<file path="src/rtl/conv_pkg.sv">
// Shared definitions for the 3x3 convolution datapath: window geometry,
// pixel type and the flattened-window element index.
package conv_pkg;

    localparam int PIX_W     = 8;
    localparam int MAT_N     = 3;
    localparam int WIN_ELEMS = MAT_N * MAT_N;

    typedef logic [PIX_W-1:0] pixel_t;

    // Row-major element index inside a flattened window; r=0 is the top line.
    function automatic int win_idx(input int r, input int c);
        return r * MAT_N + c;
    endfunction

endpackage

</file>
<file path="src/rtl/line_buffer.sv">
// One line of pixel storage. Combinational read of the addressed entry
// returns the old contents while the same entry is rewritten at the edge.
module line_buffer #(
    parameter  int WIDTH = 8,
    parameter  int DEPTH = 64,
    localparam int AW    = (DEPTH > 1) ? $clog2(DEPTH) : 1
) (
    input  logic             clk,
    input  logic             we,
    input  logic [AW-1:0]    addr,
    input  logic [WIDTH-1:0] wdata,
    output logic [WIDTH-1:0] rdata
);

    logic [WIDTH-1:0] mem [DEPTH];

    assign rdata = mem[addr];

    always_ff @(posedge clk) begin
        if (we) mem[addr] <= wdata;
    end

endmodule

</file>
<file path="src/rtl/sliding_window_gen.sv">
// Builds 3x3 valid-only windows from a raster pixel stream. The window
// register is the output register, so it only shifts when the output is free.
module sliding_window_gen
    import conv_pkg::*;
#(
    parameter int IMAGE_WIDTH = 8,
    parameter int MATRIX_SIZE = 3,
    parameter int IMG_COLS    = 64,
    parameter int IMG_ROWS    = 64
) (
    input  logic                                 clk,
    input  logic                                 rst,
    input  logic [IMAGE_WIDTH-1:0]               pix_in,
    input  logic                                 pix_valid,
    output logic                                 pix_ready,
    output logic [IMAGE_WIDTH*MATRIX_SIZE**2-1:0] win_out,
    output logic                                 win_valid,
    input  logic                                 win_ready,
    output logic                                 win_last
);

    localparam int CW    = $clog2(IMG_COLS);
    localparam int RW    = $clog2(IMG_ROWS);
    localparam int N_LB  = MATRIX_SIZE - 1;

    if (MATRIX_SIZE != 3 || IMG_COLS < MATRIX_SIZE || IMG_ROWS < MATRIX_SIZE) begin : g_param_err
        $error("sliding_window_gen: MATRIX_SIZE must be 3 and the frame at least 3x3");
    end

    logic [CW-1:0]                            col;
    logic [RW-1:0]                            row;
    logic [WIN_ELEMS-1:0][IMAGE_WIDTH-1:0]    win_q;
    logic [N_LB-1:0][IMAGE_WIDTH-1:0]         lb_rd;
    logic                                     accept;
    logic                                     col_last;
    logic                                     row_last;

    assign pix_ready = !win_valid || win_ready;
    assign accept    = pix_valid && pix_ready;
    assign col_last  = (col == CW'(IMG_COLS - 1));
    assign row_last  = (row == RW'(IMG_ROWS - 1));
    assign win_out   = win_q;

    // lb_rd[0] is the previous line, lb_rd[1] the one before; each pushes
    // its old entry down to the next buffer as the new pixel is written.
    for (genvar i = 0; i < N_LB; i++) begin : g_lb
        logic [IMAGE_WIDTH-1:0] wd;
        if (i == 0) begin : g_first
            assign wd = pix_in;
        end else begin : g_next
            assign wd = lb_rd[i-1];
        end
        line_buffer #(
            .WIDTH (IMAGE_WIDTH),
            .DEPTH (IMG_COLS)
        ) u_lb (
            .clk   (clk),
            .we    (accept),
            .addr  (col),
            .wdata (wd),
            .rdata (lb_rd[i])
        );
    end

    always_ff @(posedge clk) begin
        if (rst) begin
            col       <= '0;
            row       <= '0;
            win_q     <= '0;
            win_valid <= 1'b0;
            win_last  <= 1'b0;
        end else if (accept) begin
            for (int r = 0; r < MATRIX_SIZE; r++) begin
                for (int c = 0; c < MATRIX_SIZE - 1; c++) begin
                    win_q[win_idx(r, c)] <= win_q[win_idx(r, c + 1)];
                end
            end
            win_q[win_idx(0, 2)] <= lb_rd[1];
            win_q[win_idx(1, 2)] <= lb_rd[0];
            win_q[win_idx(2, 2)] <= pix_in;

            // Columns 0/1 of a line still hold the previous line's tail.
            win_valid <= (row >= RW'(MATRIX_SIZE - 1)) && (col >= CW'(MATRIX_SIZE - 1));
            win_last  <= row_last && col_last;

            if (col_last) begin
                col <= '0;
                row <= row_last ? '0 : row + 1'b1;
            end else begin
                col <= col + 1'b1;
            end
        end else if (win_ready) begin
            win_valid <= 1'b0;
            win_last  <= 1'b0;
        end
    end

endmodule

</file>
<file path="config.mk">
export PLATFORM = sky130hd
export DESIGN_NAME = sliding_window_gen
export DESIGN_NICKNAME = d
export VERILOG_FILES = /design/src/rtl/conv_pkg.sv /design/src/rtl/line_buffer.sv /design/src/rtl/sliding_window_gen.sv
export SDC_FILE = /design/constraint.sdc
export NUM_CORES = 1
export LEC_CHECK = 0
export ABC_CLOCK_PERIOD_IN_PS = 3600
export CORE_MARGIN = 3
export CORE_UTILIZATION = 40
export CTS_CLUSTER_DIAMETER = 60
export DETAILED_ROUTE_END_ITERATION = 8
export SKIP_LAST_GASP = 1
export SLEW_MARGIN = 5
export SYNTH_ARGS = -nofsm -noshare
export SYNTH_HDL_FRONTEND = slang
export SYNTH_HIERARCHICAL = 1
export SYNTH_SLANG_ARGS = --single-unit
</file>
<file path="constraint.sdc">
create_clock -name clk -period 3.6 [get_ports clk]
set_input_delay 0.9 -clock clk [delete_from_list [all_inputs] [get_ports clk]]
set_output_delay 0.9 -clock clk [all_outputs]
set_load 0.02 [all_outputs]
</file>
Word level (Yosys, flattened, before mapping)
Memory sizes are Yosys's and may differ from the RTL's. A register that Yosys moved wholly into a read port is not among the register bits.
Index checks and enable logic that the tools add are counted.
Widths: inputs -> output; s select.
{"block": "word_totals", "out_inout_bits": 75, "reg_bits": 78, "memories": 2, "elab_cells": 36, "in_bits": 12, "ramBits": 1024}
{"memory": "g_lb[0].u_lb.mem", "depth": 64, "word_bits": 8, "read_ports": 1, "rd_ports_with_merged_regs": 1, "write_ports": 1, "line": "line_buffer.sv:15", "source": "logic [WIDTH-1:0] mem [DEPTH];"}
{"memory": "g_lb[1].u_lb.mem", "depth": 64, "word_bits": 8, "read_ports": 1, "rd_ports_with_merged_regs": 1, "write_ports": 1, "line": "line_buffer.sv:15"}
{"block": "op_classes", "n_reduce_logical": 7, "eq_ne": 2, "n_lt_le_gt_ge": 2, "mux": 9, "n_addsub": 2}
{"op": "$mux 6", "count": 4}
{"op": "$add 6x1->6 const B", "count": 2}
{"op": "$eq 6x6->1 const B", "count": 2}
{"op": "$ge 6x2->1 const B", "count": 2}
{"op": "$mux 1", "count": 5}
{"op": "$logic_and 1x1->1", "count": 3}
{"op": "$reduce_and 2->1", "count": 1}
{"op": "$reduce_bool 2->1", "count": 1}
{"op": "$logic_not 1->1", "count": 1}
{"op": "$logic_or 1x1->1", "count": 1}

Logic depth before layout (Yosys ltp)
{"block": "logic_depth", "ltp_word": 5, "ltp_mapped": 12, "depth_no_buf": 7}

By module
Netlist, hierarchy kept.
{"mod": "line_buffer", "instances": 2, "area_per_inst_um2": 20289.5, "seq_area_each_um2": 15374.7, "cells_each": 1163}
{"mod": "sliding_window_gen", "instances": 1, "area_per_inst_um2": 3184.3, "seq_area_each_um2": 1721.7, "cells_each": 398}

Least setup slack after synthesis
No wires, ideal clock.
{"block": "synth_path", "path_type": "reg-to-reg", "from": "register col[2] (netlist name)", "to": "memory g_lb[1].u_lb.mem[0][0], data pin", "path_slack_ns": -0.030, "t_arrival_ns": 2.950, "stages_incl_launch_ff": 9, "setup_time_ns": 0.680, "required_time_ns": 2.920, "n_path_buf": 3, "period_less_slack_ns": 3.630, "path_cell_list": "dfxtp_1 > buf_2 > buf_4 > buf_2 > mux2_2 > a22oi_1 > nor2_1 > o31ai_1 > nand4_1"}
{"item": "to (decl)", "line": "line_buffer.sv:15"}

==> flow_summary.toml <==
[logic_synthesis]
yosysWarnings = 6
synth_cell_types = 67
synth_top_flop_cell = "edfxtp_1"
synth_nets = 2740
synth_area_um2 = 43800
seq_area_frac_synth = 0.742
ys_top_cells_by_area = "edfxtp_1, mux4_2, dfxtp_1"
ys_ff_latch = 1110
syn_inst = 2724
synth_top_cell_by_area = "edfxtp_1"
synth_edf_count = 1024
synth_top_family_by_area = "compound AO/OA/AOI/OAI gates"
synth_compound_area_frac = 0.0864
synthArstFlopShare = 0
muxShareOfSynthArea = 0.0772
synth_top_area_frac = 0.703
avgSynthCellArea_um2 = 16.1
synthAdderAreaFrac = 0.00114
synth_simple_gate_area_share = 0.0710
synth-xor-area-share = 0.000801

[floorplan]
die_h_um = 337
core_um2 = 108000
num_io_pins = 87
die_w_um = 337
dieArea_um2 = 113000
rows = 120
start_util = 0.406

[global_routing]
grtUsageTotal = 0.209
globalRoute.totalOverflow = 0
grt_pass1_vias = 26500
grt_max_degree = 80
antenna_found_initial = 0
grt_pass1_wl_mm = 176

[sta]
fin_ws_ns = -0.00514
post-route-period-util = 1.00
setup_tns_ns = -0.0524
period_minus_slack_ns = 3.61
fmax_ghz = 0.277
hold_viol = 0
maxSlewHeadroom = 0.247
drv_slew = 0
finClkSkew_ns = 0.0388
setup_viol = 24
hold-worst-slack_ns = 0.453
worst_slew_pin_slew_ns = 1.13
rsz0062_at_grt = "false"

[pwr]
power.total_mw = 28.1
p_leak_nw = 16.9
power_density_nw_per_um2 = 539
ir_drop_v = 0.000532

[setup_path]
path_common_cell = "buf_12"
cp_max_fo = 26
crit_path_top_delay_cell = "or4_2"
cp.arrival_ns = 4.04
cpPeakStageDelay_ns = 0.73
critPathKind = "flip-flop to flip-flop"
crit_required_ns = 4.04
crit_chain = "buf_12 -> mux4_2 -> mux2i_1 -> o22a_1 -> o311ai_0 -> or4_2 -> buf_12 -> buf_12"
start_kind = "flip-flop"
rr_worst_depth = 8
end_kind = "flip-flop"

[layout]
syn_to_final_growth_pct = 19.2
final_common_cell = "edfxtp_1"
register_area_um2 = 32500
multi_input_area_um2 = 10400
drive_gt1_frac = 0.206
n_fill_cell = 9031
final_area_um2 = 52200
stdcell_count = 4572
final_nets = 3089
postLayoutCoreUtil = 0.484
layout_common_cells = "edfxtp_1, buf_4, nand2_1, nor2_1, a21oi_1"

[cts]
htreeDepth = 3
root_buffer = "clkbuf_16"
worstSkewPairLatency_ns = 0.70
cts_hold_buf = 0
clkTransAtPathRegs_ns = 0.06
clockBufferDepth = 3
cts_tree = "built"
cts_inserted_buffers = 114
clock_sinks = 1110

[place]
port_buffers = 86
place_ws_ns = -0.107
dp_hpwl_mm = 78.4
place_inst = 4359
routabilityCongestion = 0.906
placed_cell_area_um2 = 48500

[flow_run]
max_cap_viol_count = 0

[detailed_routing]
vias_per_cell = 5.81
final_antenna_net_count = 0
drt_iter0_drc = 3318
wire_per_inst_um = 26.2
drt_pass1_iterations = 5
wl_mm = 120
num_vias = 26600
post-route-drc-count = 0

[hold_path]
hold_path.class = "flip-flop to flip-flop"
holdPathStages = 2

[run_status]
violations = "setup timing"
status = "finished, violations left"
-- critical path: cells and delay by family, from the launching register on --
family,cells,cell delay [ns]
flops,1,0.65
mux,2,0.81
simple gates,1,0.73
compound gates,2,0.51
buf+inv,3,0.59
-- synth_stat cells (42+ instances only) --
master       n
dfxtp_1     86
clkbuf_1    88
buf_2       68
o22ai_1     44
nand2b_1    49
mux2i_1    126
mux4_2      82
nor2_1     171
a221oi_1    42
a21oi_1    138
a22oi_1     80
edfxtp_1  1024
nand2_1    242
-- state kept, by name, summed over array words and instances, names as in the netlist --
register       flops
col                6
g_lb.u_lb/mem   1024
row                6
win_last           1
win_out           72
win_valid          1
-- layer usage --
layer / vias up / share of wire / track usage
met5: - / 0 / 0
met1: 13500 / 0.40 / 0.282
met4: 0 / 0.038 / 0.0797
met3: 245 / 0.082 / 0.0359
met2: 1363 / 0.48 / 0.339
li1: 11500 / - / -
-- power breakdown --
part	internal, mW	leakage [nW]	switching (mW)
combinational	0.780	5.16	1.42
sequential	14.4	9.92	0.0672
clock	6.54	1.80	4.93
-- kinds of logic (layout without fill, tap and decap cells) --
| group | Yosys count | in the layout |
|---|---|---|
| compound gates | 535 | 535 |
| xor+xnor | 4 | 4 |
| fa+ha+maj | 4 | 4 |
| buf+inv | 198 | 642 |
| flops | 1110 | 1110 |
| mux | 232 | 232 |
| other cells | 0 | 1 |
| simple gates | 641 | 641 |
-- what timing repair did --
| action | in CTS | in global routing |
|---|---|---|
| cloned | 0 | 0 |
| setup endpoints to repair | 2 | 67 |
| gates resized for setup | 1 | 2 |
| hold endpoints to repair | 0 | 0 |
| buffers inserted | 0 | 1 |
-- final cells by class --
class | instances | area share
Timing Repair Buffer | 422 | 0.0737
Tap cell | 1403 | 0.0337
Clock buffer | 138 | 0.0584
Clock inverter | 73 | 0.0119
Inverter | 9 | 0.000672
Antenna cell | 1 | 0.0000480
Multi-Input combinational cell | 1416 | 0.199
Sequential cell | 1110 | 0.623
-- path summary, 6_finish.rpt --
path                                 start                       to  slack [ns]
worst max-delay path                col[1]  g_lb[1].u_lb/mem[52][3]      -0.005
worst min-delay path            win_out[2]               win_out[2]        0.45
worst max register to register      col[1]  g_lb[1].u_lb/mem[52][3]      -0.005
worst min register to register  win_out[2]               win_out[2]        0.45
(Power assumes the default switching activity.)
==> RTL change 1, RTL diff (same settings) <==
`IMG_ROWS`: 64 -> 32.
--- a/src/rtl/sliding_window_gen.sv
+++ b/src/rtl/sliding_window_gen.sv
@@ -8,3 +8,3 @@
     parameter int IMG_COLS    = 64,
-    parameter int IMG_ROWS    = 64
+    parameter int IMG_ROWS    = 32
 ) (
Behaviour: no difference found for any inputs over 4 cycles, from zero or initial values and one cycle with rst high; that may be too few to reach the edited logic, so the function may still have changed.
==> RTL change 1 against the original RTL <==
Synthesized area fell by 0.14%. Sequential cell count fell by 1. Global-route usage barely moved. Worst setup slack improved by 0.040 ns. Power decreased by 1.0%. Fmax grew 1.1%. Final area fell by 0.47%. Routed wire length is 0.33% lower. Largest power group unchanged. Combinational power down 20%.
==> RTL change 1: results (changes against the original RTL) <==
status=complete, no violations; sequential element share of the synthesized area=74.3% (about the same); net count after synthesis=2,733 (-0.26%); Antenna Cells=0 (-1); Final Skew=0.0532 ns (+0.0144 ns); GRT Overall Usage=20.8% (-0.042 points); initial antenna violation count=4 (+4); Final #Nets=3,066 (-0.74%); routed wire length=119 mm (-0.33%); Psw=6.23 mW (-3.0%); crit path max fanout=65 (+150%); Leakage Power=16.8 nW (-0.58%); Fillers=9,068 (+0.41%); Slowest-stage cell, CP=or4b_2; Final HPWL DP=77.6 mm (-1.1%); Placement Cell Area=48,100 um2 (-0.64%); first-pass iteration count of the detailed router=6 (+1); most frequent cells after synthesis=edfxtp_1, nand2_1, nor2_1; clk_lat worst skew=0.72 ns (+0.02 ns); utilization after layout=48.2% (-0.23 points); largest net degree at the start of global routing=78 (-2.5%); pre-CTS WS=0.0103 ns (+0.118 ns); global-route wire length before repair=176 mm (+0.16%); vias in the first global route=26,300 (-0.73%); Slew @ Worst Pin=0.985 ns (-0.142 ns); TritonCTS buffer count=111 (-2.6%); max incr delay on CP=0.75 ns (+0.02 ns); initial DRC count=2,837 (-14%); peak supply drop=0.401 mV (-25%); setup TNS=0 ns (+0.0524 ns)
RTL change 1: changes by cell type in the layout (fill, tap and decap cells not counted), sizes merged, moves of 3 or more:
cell / unedited run / this run
bufinv: 7 / 12
nand3: 23 / 20
o21ai: 23 / 26
buf: 345 / 331
RTL change 1: kinds of logic (layout without fill, tap and decap cells):
group	count (synthesis)	count (layout)	share of synthesized area, %
compound gates	534	534	8.63
xor+xnor	2	2	0.0401
fa+ha+maj	5	5	0.143
buf+inv	198	627	2.15
flops	1109	1109	74.3
mux	234	234	7.78
simple gates	634	634	7.01
RTL change 1: timing repair:
| item | 4_1_cts | 5_1_grt |
|---|---|---|
| endpoints found under the setup margin | 0 | 42 |
| hold buffers | 0 | 0 |
| resized for setup | 0 | 2 |
| buffers inserted | 0 | 1 |
RTL change 1: area by class of cell:
cell class / count / share of cell area [%]
timing repair buffer: 408 / 6.89
inverter: 10 / 0.0747
sequential: 1109 / 62.5
tap: 1403 / 3.38
multi-input combinational: 1409 / 19.9
clock buffer: 136 / 5.65
clock inverter: 73 / 1.58
RTL change 1: path summary, 6_finish.rpt:
| kind | slack [ns] | from | depth (start not counted) | endpoint |
|---|---|---|---|---|
| worst max-delay path | 0.03 | col[0] | 7 | g_lb[1].u_lb/mem[4][5] |
| worst min-delay path | 0.46 | win_out[28] | 2 | win_out[28] |
| worst max register to register | 0.03 | col[0] | 7 | g_lb[1].u_lb/mem[4][5] |
| worst min register to register | 0.46 | win_out[28] | 2 | win_out[28] |
RTL change 1: power by group through the flow:
stage          registers [mW]  logic [mW]  clock network [mW]
6_report                 14.4        1.77                11.7
5_1_grt                  14.4        1.86                12.4
4_1_cts                  14.4        1.76                11.9
3_5_place_dp             14.6        1.76                   0
3_3_place_gp             14.6        1.73                   0
2_1_floorplan            14.7       0.826                   0
RTL change 1: metrics by stage:
step           cells  hold slack [ns]
3_5_place_dp    4338            0.450
4_1_cts         4547            0.458
5_1_grt         4548            0.477
2_1_floorplan   2716            0.461
6_report        4548            0.456
3_3_place_gp    4338            0.443
RTL change 1: worst reg2reg max path, stage by stage, from the launching register on:
cell and delay, ns:
dfxtp_4 0.62, buf_4 0.36, nand2b_1 0.40, o22ai_1 0.12
a221oi_1 0.45, o22ai_1 0.20, or4b_2 0.75, buf_12 0.21
RTL change 1: routing by layer:
layer | share of wire [%] | track usage (%) | up-vias
met3 | 7.5 | 3.30 | 251
li1 | - | - | 11500
met5 | 0.011 | 0 | -
met2 | 48 | 33.8 | 1298
met4 | 3.8 | 7.88 | 2
met1 | 41 | 28.4 | 13500
==> RTL change 2, RTL diff (same settings) <==
Without the edit above. Make the reset (`rst`) asynchronous in one clocked block.
--- a/src/rtl/sliding_window_gen.sv
+++ b/src/rtl/sliding_window_gen.sv
@@ -64,3 +64,3 @@
 
-    always_ff @(posedge clk) begin
+    always_ff @(posedge clk or posedge rst) begin
         if (rst) begin
Function: differs if rst is asserted again (counterexample within 4 cycles, from zero or initial values and one cycle with rst high); with rst held inactive, the same outputs for 4 cycles.
==> RTL change 2 against the original RTL <==
Routed wire length down 0.75%. Worst setup slack better by 0.088 ns. Non-clock buffer count down 5. Final cell count about the same. Clock skew down 0.0089 ns. Synthesized cell count down 0.62%. Global-route usage down 0.099 points. Final area up 0.66%. Synthesized area up 0.65%. Hold slack better by 0.023 ns. Sequential share of layout area up 0.41 points. Sequential cell count unchanged. Critical path type unchanged.
Power is not compared: it rests on default switching activity, and its combinational part moved more than twofold at a synthesized area within 25%.
==> RTL change 2: results (changes against the original RTL) <==
Slowest-stage cell, CP=or4b_2; initial antenna violation count=2 (+2); status=complete, no violations; max incr delay on CP=0.77 ns (+0.04 ns); register area=32,900 um2 (+1.3%); cell family with most CP delay=simple AND/OR/NAND/NOR gates; fraction of final layout cells sized beyond drive strength 1=20.3% (-0.30 points); crit path max fanout=65 (+150%); multi-input gate share of total cell area=19.5% (-0.37 points); Multi-input gate area=10,200 um2 (-1.2%); Plain + repair buffers=417 (-1.2%); most frequent cells after synthesis=edfxtp_1, nand2_1, nor2_1; arrival time at the worst endpoint=3.92 ns (-0.12 ns); worst hold path startpoint=win_out[54]; synth top area cells=edfxtp_1, dfrtp_1, mux4_2, mux2i_1, nand2_1; Seq cells post-synth=1,110 (unchanged); first-pass iteration count of the detailed router=6 (+1); non-clk buf share=6.96% (-0.42 points); pre-CTS WS=-0.301 ns (-0.194 ns); gpl congestion=0.874 (-3.5%); DR WL/cell=26.0 um (-0.71%); Antenna Cells=0 (-1); Placement Cell Area=48,500 um2 (about the same); ys async rst share=7.75% (+7.7 points); sequential element share of the synthesized area=74.7% (+0.50 points); largest net degree at the start of global routing=80 (unchanged); fraction of the mapped netlist area in adder cells=0.114% (-0.00074 points); post-synthesis mux area share=7.67% (-0.050 points); Slew Limit Headroom=30.5% (+5.9 points); Tapcell Cnt=1,414 (+0.78%); vias in the first global route=26,300 (-0.68%); Final Skew=0.0299 ns (-0.00891 ns); XOR/XNOR share of the synthesized area=0.0795% (-0.00052 points); Final HPWL DP=76.3 mm (-2.7%); GRT Overall Usage=20.8% (-0.099 points); clock buf count=144 (+4.3%); Synth cell types=66 (-1.5%); comb_multi_in=1,405 (-0.78%); EDFF count, synth=1,024 (unchanged); Port Buffers=86 (unchanged); global-route wire length before repair=175 mm (-0.31%); clock-cell share of area=7.38% (+0.35 points); Synth Area in Compound Gates=7.75% (-0.89 points); Final #Nets=3,076 (-0.42%); TritonCTS buffer count=113 (-0.88%); Non-CTS inverters=13 (+4); # hold bufs at CTS=0 (unchanged); Mapped Cells=2,707 (-0.62%); Fillers=9,091 (+0.66%); crit path kind=register to register; Leakage Power=18.1 nW; initial DRC count=2,837 (-14%); Avg Vias per Cell=5.72 (-1.5%); final std cells w/o fill=4,570 (-0.044%); reg-to-reg startpoint=col[2]; DP Cell Count=4,352 (-0.16%)
==> RTL change 2: cells by family (layout without fill, tap and decap cells) <==
group                      count (synthesis)  count (layout)
DFF                                     1110            1110
and+or+nand+nor                          705             705
AOI/OAI and AO/OA                        460             460
muxes                                    232             232
buffers and inverters                    192             641
adders and majority gates                  4               4
xor gates and xnor gates                   4               4
==> RTL change 2: metal layers <==
layer  global-route usage [%]  share of wire, %
met2                     34.5                49
met3                     3.13               6.9
met5                        0                 0
met1                     28.1                41
met4                     7.16               3.4
==> RTL change 2: repair_timing <==
item	4_1_cts	5_1_grt
gates resized for setup	1	4
setup buffers	2	5
setup endpoints to repair	104	164
hold endpoints to repair	0	0
==> RTL change 2: worst paths after layout <==
check,end,cells after the start,slack (ns)
hold / removal,win_out[54],2,0.48
setup / recovery,g_lb[1].u_lb/mem[57][7],8,0.08
setup reg to reg,g_lb[1].u_lb/mem[57][7],8,0.08
max in group asynchronous,win_out[23],3,2.44
hold reg to reg,win_out[54],2,0.48
min in group asynchronous,win_out[44],2,0.50
